File: config.mk
export PLATFORM = sky130hd
export DESIGN_NAME = overlap_add
export DESIGN_NICKNAME = d
export VERILOG_FILES = /design/src/rtl/overlap_pkg.sv /design/src/rtl/overlap_buffer.sv /design/src/rtl/overlap_add.sv
export SDC_FILE = /design/constraint.sdc
export NUM_CORES = 2
export LEC_CHECK = 0
export BUFFER_PORTS_ARGS = -buffer_cell sky130_fd_sc_hd__buf_2
export CAP_MARGIN = 20
export CORE_ASPECT_RATIO = 1.25
export CORE_MARGIN = 8
export CORE_UTILIZATION = 52
export DETAILED_ROUTE_END_ITERATION = 10
export PLACE_DENSITY_LB_ADDON = 0.12
export SETUP_SLACK_MARGIN = 0.05
export SLEW_MARGIN = 20
export SYNTH_ARGS = -nofsm -noshare
export SYNTH_HDL_FRONTEND = slang
export SYNTH_SLANG_ARGS = --single-unit
File: constraint.sdc
create_clock -name clk -period 6.9 [get_ports clk]
set_clock_uncertainty 0.2 [all_clocks]
set_input_delay 0.69 -clock clk [delete_from_list [all_inputs] [get_ports clk]]
set_output_delay 0.69 -clock clk [all_outputs]
set_load 0.005 [all_outputs]
File: src/rtl/overlap_pkg.sv
// overlap_pkg: shared defaults, frame flag positions and FSM states for overlap_add
package overlap_pkg;
    localparam int HALF_DEF   = 18;
    localparam int DATA_W_DEF = 65;
    localparam int FIRST      = 0;
    localparam int LAST       = 1;
    typedef enum logic {ADD, STORE} state_e;
endpackage

File: src/rtl/overlap_buffer.sv
// overlap_buffer: HALF-deep history of second-half samples, sync write, comb read
module overlap_buffer #(
    parameter int HALF   = 18,
    parameter int DATA_W = 65,
    parameter int IW     = 5
) (
    input  logic              clk,
    input  logic              we,
    input  logic [IW-1:0]     idx,
    input  logic [DATA_W-1:0] wdata,
    output logic [DATA_W-1:0] rdata
);
    logic [DATA_W-1:0] mem_q [HALF];

    always_ff @(posedge clk)
        if (we) mem_q[idx] <= wdata;

    assign rdata = mem_q[idx];
endmodule

File: src/rtl/overlap_add.sv
// overlap_add: IMDCT overlap-add, first half of each frame summed with stored second half of the previous one
// Define OVERLAP_SAT_EN to saturate the sum instead of wrapping it.
module overlap_add
    import overlap_pkg::*;
#(
    parameter int HALF   = HALF_DEF,
    parameter int DATA_W = DATA_W_DEF
) (
    input  logic              clk,
    input  logic              reset,
    input  logic [1:0]        in_overlap_firstSequence,
    input  logic              in_overlap_valid,
    output logic              in_overlap_ready,
    input  logic [DATA_W-1:0] in_overlap_pcmSample,
    output logic [DATA_W-1:0] out_overlap_pcmSample,
    output logic              out_overlap_valid,
    input  logic              out_overlap_ready
);
    localparam int IW = HALF > 1 ? $clog2(HALF) : 1;

    state_e              state_q, state_d;
    logic [IW-1:0]       idx_q, idx_d;
    logic [1:0]          flags_q, flags_d;
    logic                out_valid_q, out_valid_d;
    logic [DATA_W-1:0]   out_data_q, out_data_d;
    logic [DATA_W-1:0]   hist_rd, hist_wd, addend, sum_res;
    logic                hist_we, in_xfer, frame_start, idx_last;
    logic [1:0]          cur_flags;
    logic signed [DATA_W:0] sum;

    overlap_buffer #(.HALF(HALF), .DATA_W(DATA_W), .IW(IW)) u_buf (
        .clk   (clk),
        .we    (hist_we),
        .idx   (idx_q),
        .wdata (hist_wd),
        .rdata (hist_rd)
    );

    always_comb begin
        frame_start      = state_q == ADD && idx_q == '0;
        idx_last         = idx_q == IW'(HALF - 1);
        // the first sample of a frame must see its own flags, not last frame's
        cur_flags        = frame_start ? in_overlap_firstSequence : flags_q;
        in_overlap_ready = !reset && (state_q == STORE || !out_valid_q || out_overlap_ready);
        in_xfer          = in_overlap_valid && in_overlap_ready;
        addend           = cur_flags[FIRST] ? '0 : hist_rd;
        sum              = $signed({in_overlap_pcmSample[DATA_W-1], in_overlap_pcmSample})
                         + $signed({addend[DATA_W-1], addend});
`ifdef OVERLAP_SAT_EN
        sum_res = sum[DATA_W] == sum[DATA_W-1] ? sum[DATA_W-1:0]
                : sum[DATA_W] ? {1'b1, {(DATA_W-1){1'b0}}} : {1'b0, {(DATA_W-1){1'b1}}};
`else
        sum_res = sum[DATA_W-1:0];
`endif
        hist_we     = in_xfer && state_q == STORE;
        hist_wd     = cur_flags[LAST] ? '0 : in_overlap_pcmSample;
        state_d     = state_q;
        idx_d       = idx_q;
        flags_d     = flags_q;
        out_valid_d = out_valid_q && !out_overlap_ready;
        out_data_d  = out_data_q;
        if (in_xfer) begin
            idx_d = idx_last ? '0 : idx_q + 1'b1;
            if (idx_last) state_d = state_q == ADD ? STORE : ADD;
            if (frame_start) flags_d = in_overlap_firstSequence;
            if (state_q == ADD) begin
                out_valid_d = 1'b1;
                out_data_d  = sum_res;
            end
        end
    end

    always_ff @(posedge clk or posedge reset) begin
        if (reset) begin
            state_q     <= ADD;
            idx_q       <= '0;
            flags_q     <= '0;
            out_valid_q <= 1'b0;
            out_data_q  <= '0;
        end else begin
            state_q     <= state_d;
            idx_q       <= idx_d;
            flags_q     <= flags_d;
            out_valid_q <= out_valid_d;
            out_data_q  <= out_data_d;
        end
    end

    assign out_overlap_valid     = out_valid_q;
    assign out_overlap_pcmSample = out_data_q;
endmodule

# [Word level (Yosys, flattened, before mapping)]
# Memory sizes are Yosys's and may differ from the RTL's.
# Index checks and enable logic that the tools add are counted.
[word_totals] ram_bits=1170 n_memories=1 elab_cells=32 regBits=74 out_inout_bits=67
[op_classes] bitwise=1 reduce_logical=13 eq_ne=1 addsub=2 muxes=9
[mem_list] name="u_buf.mem_q" depth=18 word_bits=65 read_ports=1 rd_ports_with_merged_regs=0 write_ports=1 line="overlap_buffer.sv:13" text="logic [DATA_W-1:0] mem_q [HALF];"
[op_table] cell="two-way mux 65 bit" n=2
[op_table] cell="adder 65 bit" n=1
[op_table] cell="adder 5 x 1 -> 5 bit (second input constant)" n=1
[op_table] cell="equality test 5 bit (second input constant)" n=1
[op_table] cell="logical AND 1 bit" n=5
[op_table] cell="logical NOT 5 bit" n=1
[op_table] cell="two-way mux 1 bit" n=5
[op_table] cell="two-way mux 5 bit" n=1
[op_table] cell="AND reduction 2 bit" n=2
[op_table] cell="logical NOT 1 bit" n=3
[op_table] cell="logical OR 1 bit" n=2
[op_table] cell="two-way mux 2 bit" n=1
[op_table] cell="NOT 1 bit" n=1

# [Depth between registers and ports, before layout]
[depth] word_depth=8 ltp_mapped=25

# [Modules after synthesis]
# A second synthesis with hierarchy kept.
[hier_totals] hier_cells=3344 area_unflattened_um2=52479.1
[by_module_without_submodules] mod="overlap_buffer" instances=1 area_each_um2=44874.3 seq_area_each_um2=35133.7 cells_each=2348
[by_module_without_submodules] mod="overlap_add" instances=1 area_each_um2=7604.8 seq_area_each_um2=1851.8 cells_each=996

# [Worst setup path before layout]
# No wires, ideal clock.
[synth_timing] path_kind="flip-flop to flip-flop" from="reg idx_q[1]" to="reg out_data_q[62], in the netlist out_overlap_pcmSample[62]" path_stages_with_launch=26 t_required_ns=6.571 synth_period_minus_slack_ns=6.314 n_path_buf=7 setup_time_ns=0.129 path_slack_ns=0.586 arrival_ns=5.984 path_cell_list="dfrtp_1 clkbuf_1 clkbuf_1 clkbuf_1 clkbuf_1 buf_1 inv_1 ha_1 nand3b_1 mux2_2 clkbuf_1 clkbuf_1 nor2_1 ha_1 fa_1 a211oi_1 o21ai_2 o2111ai_1 a31o_2 o41ai_4 a31oi_1 o31a_1 nor3_2 a221oi_1 xor2_1 o21ai_1"
[synth_between] elab_chain_len=5 word_cells_on_any_way=6 classes_between="1 x add/sub; 2 x mux; 2 x reduce/logical; 1 x memory"
[synth_rtl] item="start: declaration" line="overlap_add.sv:22" text="logic [IW-1:0] idx_q, idx_d;"
[synth_rtl] item="start signal: assignment" line="overlap_add.sv:82" text="idx_q <= idx_d;"
[synth_rtl] item="branches (longest 3 deep; another with memory read (18 x 65 bit))"
[synth_rtl] item="two-way mux 65 bit *" line="overlap_add.sv:46" text="addend = cur_flags[FIRST] ? '0 : hist_rd;"
[synth_rtl] item="adder 65 bit *" line="overlap_add.sv:48" text="+ $signed({addend[DATA_W-1], addend});"
[synth_rtl] item="end signal: assignment" line="overlap_add.sv:85" text="out_data_q <= out_data_d;"
[synth_rtl] item="end: declaration" line="overlap_add.sv:25" text="logic [DATA_W-1:0] out_data_q, out_data_d;"
# Mark *: on every way between the ends.
# A chain may end at the register's enable or synchronous reset.

# [Final worst setup path]
[layout_timing] from="reg idx_q[0]" to="reg out_data_q[61], in the netlist out_overlap_pcmSample[61]"
# The elaborated chain is that of the path after synthesis.

==> results by group <==
CTS
  • CTS Buf Count: 117
  • Clock sink total: 1244
  • Post-CTS Repair Setup Buffers: 0
  • Worst-skew pair later-pin latency: 0.70 ns
  • Max Buffers Root-to-Sink: 3
  • CTS tree: yes
  • CTS HTree Levels: 3
  • Clock Tree Root: clkbuf_16
  • Post_cts resized: 0
  • Hold Buf Count CTS: 0
  • Worst-path clk slew: around 0.070 ns

Yosys
  • Mapped Cells: approximately 2900
  • Synth warn: 0
  • Mean post-synth cell area: about 18 um^2
  • Syn_nets: between 3000 and 4000
  • #FFs+latches synth: about 1200
  • Netlist cell types: 59
  • Most frequent cell after synthesis: edfxtp_1
  • Synth area leaders: edfxtp_1, mux4_2, dfrtp_1
  • Most area-hungry cell type in the Yosys netlist: edfxtp_1
  • Top cells by count, synth: edfxtp_1, mux4_2, a21oi_1
  • Mapped cell area: 0.0512 mm^2
  • Commonest register cell after synthesis: edfxtp_1
  • FFs w/ async S/R, synth: 0.0595
  • Sequential fraction of the synthesis area: 0.723
  • Post-synth top area share: 0.687
  • EDFF count, synth: 1170

Global routing
  • GR Util All Layers: 0.242
  • Global routing usage on met1: 0.344
  • Largest net degree at the start of global routing: around 130
  • Number of global-route vias before repair: 27800
  • Initial antenna violation count: 3
  • Grt met2 use: 0.381
  • Met3 usage: 0.0564
  • First-pass GRT wire length: about 190 mm
  • Gr ovfl total: 0
  • Grt peak-use layer: met2

Hold path
  • Hold WC Path Type: in -> reg
  • Hold path cells: 3

Final layout
  • Final core occ: 0.591
  • Finished Layout Cells: 4458
  • Share of layout cells above drive strength 1: 0.222
  • Area grow syn2layout: 12.7%
  • NumNets Final: 3194

Routing
  • Drt first pass iters: 9
  • Routed Antenna Nets: 0
  • Final wirelength: 133 mm
  • DR iter-0 viols: roughly 2800
  • WL/cell: 29.9 um
  • DR vias/cell: 6.24
  • DRC viols: 0
  • Via count: between 20000 and 30000

Place
  • Placed cells: 4235
  • GP Congestion: 0.904
  • Port Buffers: 137
  • Pre-CTS setup slack: 0.576 ns
  • Hpwl dp: approximately 77 mm

Critical path
  • CP required: 7.24 ns
  • CP endpoint: out_overlap_pcmSample[61]$_DFFE_PP0P_
  • Crit Path Class: reg -> reg
  • R2r startpoint: idx_q[0]$_DFFE_PP0P_
  • Crit path DAT: 6.83 ns
  • Startpoint Class: flip-flop
  • Worst reg2reg path depth: 21
  • RR Endpoint: out_overlap_pcmSample[61]$_DFFE_PP0P_
  • Critical Path Source: idx_q[0]$_DFFE_PP0P_
  • CP Max Fanout: 36
  • CP Capture Type: flip-flop
  • Internal reg-to-reg setup slack: 0.42 ns

Timing
  • RSZ-0062 raised after global routing: false
  • Final Hold Vio Count: 0
  • FMAX: between 0.15 and 0.2 GHz
  • Setup TNS: 0 ns
  • Setup slack after layout: 0.417 ns
  • Period Utilization, post-route: 0.940
  • Slew Limit Headroom: 0.246
  • Worst Tran Pin Value: 1.13 ns
  • Post-layout min period: 6.48 ns
  • Finish-stage setup viols: 0
  • Max Slew Vio Count: 0

Job
  • Max_cap viols: 0

Power and ir drop
  • Power per cell area: 435 mW/mm^2
  • VDD IR max: roughly 0.00026 V
  • Power after layout: 0.0251 W
  • Leak: approximately 19 nW

Floorplanning
  • Initial Util: 0.525
  • Top Ports: between 100 and 150
  • Die width: between 200 and 300 um
  • Row Count: between 100 and 150
  • Die Span Y: 367 um
  • Core Footprint: 0.0975 mm^2
  • DIE AREA: 0.109 mm^2

Outcome
  • Status: finished clean
## final cells by class
class | count | area (um^2)
fillers | 7202 | 39900
clock buffers | 142 | 3150
clock inverters | 80 | 637
inverters | 16 | 61.3
diodes | 1 | 2.50
multi-input cells | 1463 | 13700
flip-flops and latches | 1244 | 37000
well taps | 1300 | 1630
repair buffers | 212 | 1460
## kinds of logic (layout without fill, tap and decap cells)
logic type,Yosys count,count (layout),share of synthesized area
AO/OA/AOI/OAI,463,463,0.0537
buffers and inverters,169,450,0.0127
AND/OR/NAND/NOR,470,470,0.0416
adder cells (fa/ha/maj),69,69,0.0170
other,0,1,0
flip-flops,1244,1244,0.723
multiplexers,396,396,0.141
XOR/XNOR,65,65,0.0111
## flip-flops by register name, indices dropped and copies added, names as in the netlist
name	flops
u_buf.mem_q	1170
out_overlap_pcmSample	65
idx_q	5
flags_q	2
out_overlap_valid	1
state_q	1
## metal layers
layer | vias to the layer above | part of all wire
met2 | 1130 | 0.47
li1 | 11800 | -
met5 | - | 0
met4 | 0 | 0.021
met3 | 185 | 0.086
met1 | 14700 | 0.42
## worst min path at each step
stage                                          start                               endpoint  slack (ns)
2_1_floorplan                 flags_q[0]$_DFFE_PP0P_                 flags_q[0]$_DFFE_PP0P_        0.24
3_3_place_gp   out_overlap_pcmSample[56]$_DFFE_PP0P_  out_overlap_pcmSample[56]$_DFFE_PP0P_        0.26
3_5_place_dp   out_overlap_pcmSample[44]$_DFFE_PP0P_  out_overlap_pcmSample[44]$_DFFE_PP0P_        0.27
4_1_cts                            out_overlap_ready            out_overlap_valid$_DFF_PP0_        0.03
5_1_grt                            out_overlap_ready            out_overlap_valid$_DFF_PP0_        0.08
6_report                           out_overlap_ready            out_overlap_valid$_DFF_PP0_        0.07
## layout by cell type, fill, tap and decap left out, types with 16 or more instances in the layout
master     instances
a21o_1            25
mux2i_1          126
dfrtp_1           69
mux4_2           259
o21ai_0           94
nor2_1           172
clkinv_1          27
clkbuf_16        120
clkbuf_1          16
edfxtp_1        1170
ha_1              68
clkinv_2          30
nand3_1           17
xor2_1            36
buf_2            137
buf_4             58
nand2_1          129
a21oi_1          210
and2_1            68
a211oi_1          66
nor2_4            18
xnor2_1           29
## power by group
group | internal, W | total, W | switching (W)
combinational | 0.00333 | 0.00925 | 0.00592
clock | 0.00354 | 0.00632 | 0.00278
sequential | 0.00923 | 0.00953 | 0.000295
total | 0.0161 | 0.0251 | 0.00900
## critical path: stages (launching register included)
cell      delay (ns)
dfrtp_4         0.67
buf_12          0.27
buf_12          0.29
mux4_2          0.54
mux2i_1         0.15
nor2_1          0.06
a211oi_1        0.24
a21oi_1         0.08
a21oi_1         0.21
nor2_1          0.07
ha_1            0.47
nand4_1         0.19
nor4_2          0.38
a211oi_1        0.13
nand2_1         0.09
a311oi_1        0.06
buf_4           0.20
o41ai_2         0.66
a31oi_1         0.47
o41ai_1         0.55
xnor2_1         0.18
o21ai_1         0.07
## through the flow
step,cell area [um^2],hold WS (ns)
after floorplan,51200,0.241
after global placement,53800,0.263
after detailed placement,53900,0.271
after CTS,57600,0.0299
after global routing,57600,0.0804
final,57600,0.0731
No activity file was read; power rests on OpenSTA's default activity.
